File: src/rtl/jump_charge_ctl.sv
// Charge-and-release jump controller: turns sampled key levels into walk and jump commands.
// Every decision is taken on frame_tick; registered outputs show up the cycle after the tick.
module jump_charge_ctl #(
    parameter int unsigned MAX_CHARGE = 60,
    parameter int unsigned PWR_W      = 6
) (
    input  logic             clk,
    input  logic             rst,
    input  logic             frame_tick,
    input  logic             key_space,
    input  logic             key_right,
    input  logic             key_left,
    input  logic             on_ground,
    output logic [1:0]       walk_dir,
    output logic             jump_start,
    output logic [PWR_W-1:0] jump_power,
    output logic [1:0]       jump_dir,
    output logic             charging
);

    typedef enum logic [1:0] {IDLE, CHARGE, AIR} state_t;

    localparam logic [PWR_W-1:0] MAX_CNT = PWR_W'(MAX_CHARGE);
    localparam logic [PWR_W-1:0] ONE_CNT = PWR_W'(1);

    state_t           state_q, state_d;
    logic [PWR_W-1:0] charge_cnt_q, charge_cnt_d;
    logic             space_prev_q, space_prev_d;
    logic             seen_low_q, seen_low_d;
    logic [1:0]       walk_dir_q, walk_dir_d;
    logic             jump_start_q, jump_start_d;
    logic [PWR_W-1:0] jump_power_q, jump_power_d;
    logic [1:0]       jump_dir_q, jump_dir_d;

    logic [1:0]       key_dir;
    logic             press;
    logic [PWR_W-1:0] cnt_inc;

    always_ff @(posedge clk) begin
        if (rst) begin
            state_q      <= IDLE;
            charge_cnt_q <= '0;
            space_prev_q <= 1'b0;
            seen_low_q   <= 1'b0;
            walk_dir_q   <= '0;
            jump_start_q <= 1'b0;
            jump_power_q <= '0;
            jump_dir_q   <= '0;
        end else begin
            state_q      <= state_d;
            charge_cnt_q <= charge_cnt_d;
            space_prev_q <= space_prev_d;
            seen_low_q   <= seen_low_d;
            walk_dir_q   <= walk_dir_d;
            jump_start_q <= jump_start_d;
            jump_power_q <= jump_power_d;
            jump_dir_q   <= jump_dir_d;
        end
    end

    always_comb begin
        key_dir = 2'b00;
        if (key_right && !key_left) key_dir = 2'b01;
        if (key_left && !key_right) key_dir = 2'b10;
        press   = key_space && !space_prev_q;
        cnt_inc = charge_cnt_q + ONE_CNT;

        state_d      = state_q;
        charge_cnt_d = charge_cnt_q;
        space_prev_d = space_prev_q;
        seen_low_d   = seen_low_q;
        walk_dir_d   = walk_dir_q;
        jump_start_d = 1'b0;
        jump_power_d = jump_power_q;
        jump_dir_d   = jump_dir_q;

        if (frame_tick) begin
            space_prev_d = key_space;
            unique case (state_q)
                IDLE: begin
                    if (!on_ground) begin
                        state_d    = AIR;
                        seen_low_d = 1'b1;
                        walk_dir_d = 2'b00;
                    end else if (press) begin
                        state_d      = CHARGE;
                        charge_cnt_d = ONE_CNT;
                        walk_dir_d   = 2'b00;
                    end else begin
                        walk_dir_d = key_dir;
                    end
                end
                CHARGE: begin
                    walk_dir_d = 2'b00;
                    if (!on_ground) begin
                        state_d      = AIR;
                        charge_cnt_d = '0;
                        seen_low_d   = 1'b1;
                    end else if (!key_space || cnt_inc == MAX_CNT) begin
                        // Release launches with the count so far; hitting the cap launches at MAX.
                        state_d      = AIR;
                        jump_start_d = 1'b1;
                        jump_power_d = key_space ? MAX_CNT : charge_cnt_q;
                        jump_dir_d   = key_dir;
                        charge_cnt_d = '0;
                        seen_low_d   = 1'b0;
                    end else begin
                        charge_cnt_d = cnt_inc;
                    end
                end
                AIR: begin
                    walk_dir_d = 2'b00;
                    if (!on_ground) begin
                        seen_low_d = 1'b1;
                    end else if (seen_low_q) begin
                        state_d    = IDLE;
                        seen_low_d = 1'b0;
                    end
                end
                default: state_d = IDLE;
            endcase
        end
    end

    always_comb begin
        walk_dir   = walk_dir_q;
        jump_start = jump_start_q;
        jump_power = jump_power_q;
        jump_dir   = jump_dir_q;
        charging   = (state_q == CHARGE);
    end

endmodule

File: config.mk
export PLATFORM = sky130hd
export DESIGN_NAME = jump_charge_ctl
export DESIGN_NICKNAME = d
export VERILOG_FILES = /design/src/rtl/jump_charge_ctl.sv
export SDC_FILE = /design/constraint.sdc
export NUM_CORES = 1
export LEC_CHECK = 0
export BUFFER_PORTS_ARGS = -buffer_cell sky130_fd_sc_hd__buf_4
export CORE_MARGIN = 2
export CORE_UTILIZATION = 48
export DETAILED_ROUTE_END_ITERATION = 8
export PLACE_DENSITY = 0.69
export SYNTH_ARGS = -nofsm -noshare
export SYNTH_HDL_FRONTEND = slang
export SYNTH_SLANG_ARGS = --single-unit
File: constraint.sdc
create_clock -name clk -period 1.6 [get_ports clk]
set_input_delay 0.08 -clock clk [delete_from_list [all_inputs] [get_ports clk]]
set_output_delay 0.08 -clock clk [all_outputs]
set_load 0.01 [all_outputs]
==> results.json <==
{
  "n_antenna_cell": 0,
  "min_path_type": "input pin to flop",
  "drc": 0,
  "die_x_um": 50.91,
  "fin_ws_ns": 0.003213,
  "clkLatencyLatePin_ns": 0.30,
  "syn_inst": 118,
  "cts.sinks": 21,
  "holdBufCountCts": 0,
  "coreArea_um2": 2022,
  "timing.rr.start": "state_q[0]$_SDFFE_PP0P_",
  "grt.total_usage": 0.2082,
  "synth_ff_type": "dfxtp_1",
  "htreeDepth": 1,
  "synth_fp_nets": 130,
  "fmax_mhz": 626.3,
  "synth_edf_count": 0,
  "synth_top_cell_by_area": "dfxtp_1",
  "cts_buffers": 3,
  "crit_arrival_ns": 1.85,
  "fin_crit_sh": 0.9980,
  "drt_iter0_drc": 28,
  "synth.yosys.seq_area_share": 0.3981,
  "yosys.area_share.adder": 0.05924,
  "cts_buffer_depth": 2,
  "slew_headroom": 0.6646,
  "utilization": 0.7153,
  "synth-xor-area-share": 0,
  "critical_path_class": "flop to flop",
  "cp.required_ns": 1.85,
  "fp-row-count": 16,
  "register_area_um2": 429.2,
  "setup_viol": 0,
  "overflow": 0,
  "gp_congestion": 0.8794,
  "final_nets": 167,
  "root_buffer": "clkbuf_4",
  "synth_compound_area_frac": 0.2476,
  "die_area_um2": 2591,
  "synth_area_per_cell_um2": 8.949,
  "slew_violations": 0,
  "finalPower_uw": 1003,
  "start_util": 0.5223,
  "rsz0062_at_grt": "true",
  "p_per_area_nw_per_um2": 693.8,
  "fill_cells": 168,
  "fin_worst_skew_ns": 0.006051,
  "pin_count": 19,
  "period_needed_ns": 1.597,
  "yosysTopAreaCellShare": 0.3981,
  "crit_path_max_fanout": 5,
  "async_flop_share": 0,
  "end_kind": "flop",
  "cts_tree": "built",
  "avgViaCountPerCell": 5.624,
  "synth_top_family_by_area": "compound AO/OA/AOI/OAI gates",
  "drive_gt1_frac": 0.4156,
  "synthMuxAreaShare": 0.009479,
  "synth_area_leaders": "dfxtp_1, ha_1, a21oi_1",
  "vias": 1018,
  "dp_hpwl_um": 1889,
  "syn_to_final_growth_pct": 36.97,
  "outcome": "complete, no violations",
  "hp-start": "rst",
  "hold_violations": 0,
  "irDropWorstVdd_mv": 0.4432,
  "cap_violations": 0,
  "synth_area_um2": 1056,
  "grt_max_degree": 18,
  "grt_pass1_vias": 913,
  "synth_simple_gate_area_frac": 0.2204,
  "grt_pass1_wl_um": 4077,
  "synthDistinctLibCells": 38,
  "crit_start": "state_q[0]$_SDFFE_PP0P_",
  "die_y_um": 50.91,
  "yosysWarningCount": 0,
  "ys_ff_latch": 21,
  "ant_nets": 0,
  "leakagePower_uw": 0.0005801,
  "setup_tns_ns": 0,
  "drt_wl_total_um": 2625,
  "antenna_found_initial": 0,
  "start_kind": "flop",
  "multi_input_area_um2": 628.1,
  "io_buffers": 18,
  "r2r_slack_ns": 0.003,
  "firstDrtPassIters": 4,
  "worst_pin_slew_ns": 0.5031,
  "clk_pin_slew_ns": 0.13,
  "routedWlPerCell_um": 14.50,
  "pre_cts_slack_ns": -0.04979
}
==> cell usage after synthesis, types with 2 or more instances <==
cell       n
dfxtp_1   21
a21oi_1   10
inv_1      9
o21ai_0    8
nand3_1    6
ha_1       5
nand2_1    5
nor2_1     5
o221a_2    4
clkbuf_1   3
nor2b_1    3
nor3_1     3
or3_1      3
or4_1      3
a211oi_1   2
a21bo_2    2
a32oi_1    2
and3_1     2
nand3b_1   2
nand4_1    2
==> repair_timing <==
| item | in CTS | in global routing |
|---|---|---|
| setup buffers | 2 | 2 |
| gates resized for setup | 9 | 6 |
| pin swaps | 6 | 7 |
| setup endpoints to repair | 3 | 12 |
==> cells in the final DEF, fill, tap and decap left out, drive strengths merged, types with 4 or more instances in the layout <==
master	instances
ha	5
a21oi	10
nor2	5
inv	9
nand3	6
o221a	4
dfxtp	21
buf	38
o21ai	9
nand2	5
==> critical path: stages, from the launching register on <==
cell	delay, ns
dfxtp_4	0.39
inv_4	0.07
ha_4	0.13
and4b_1	0.23
o21ai_4	0.09
or4_1	0.50
a21oi_1	0.13
==> logic make-up after synthesis <==
group / count (synthesis)
adder cells (fa/ha/maj): 5
multiplexers: 1
flip-flops: 21
AND/OR/NAND/NOR: 39
buffers and inverters: 15
AO/OA/AOI/OAI: 37
==> area by class of cell <==
type                       instances  share of cell area
sequential                        21              0.2967
inverter                           9             0.02682
tap                               27             0.02336
timing repair buffer              38              0.1998
clock inverter                     1            0.003460
clock buffer                       3             0.01557
multi-input combinational         82              0.4343
==> stage by stage <==
| stage | instances | area (µm²) | hold slack (ns) |
|---|---|---|---|
| floorplan | 118 | 1082 | 0.2272 |
| global placement | 173 | 1336 | 0.3621 |
| detailed placement | 173 | 1336 | 0.3702 |
| CTS | 179 | 1406 | 0.04622 |
| global route | 181 | 1446 | 0.03849 |
| finish | 181 | 1446 | 0.04343 |
==> report_power, final <==
part	internal, µW	leakage [µW]	total, µW	switching (µW)
clock network	93.2	0.0000177	263	170
registers	538	0.000173	551	12.8
logic	96.6	0.000390	189	92.8
total	728	0.000580	1000	276
==> final timing paths <==
| check | cells past startpoint | end |
|---|---|---|
| max | 6 | charge_cnt_q[4]$_SDFFE_PP0P_ |
| min | 2 | charge_cnt_q[1]$_SDFFE_PP0P_ |
| max reg2reg | 6 | charge_cnt_q[4]$_SDFFE_PP0P_ |
| min reg2reg | 2 | jump_power[0]$_SDFFE_PP0P_ |
==> flip-flops by register name, summed over array words and instances, names as in the netlist <==
signal	cells
charge_cnt_q	6
space_prev_q	1
state_q	2
walk_dir	2
jump_start	1
jump_dir	2
jump_power	6
seen_low_q	1
==> metal layers <==
metal,share of wire,up-vias,GRT usage
met2,0.52,26,0.3701
met1,0.44,478,0.2582
met5,0,-,0
met3,0.036,2,0.03509
met4,0.0046,0,0.05405
li1,-,512,-
Power figures use the tool's default switching activity.
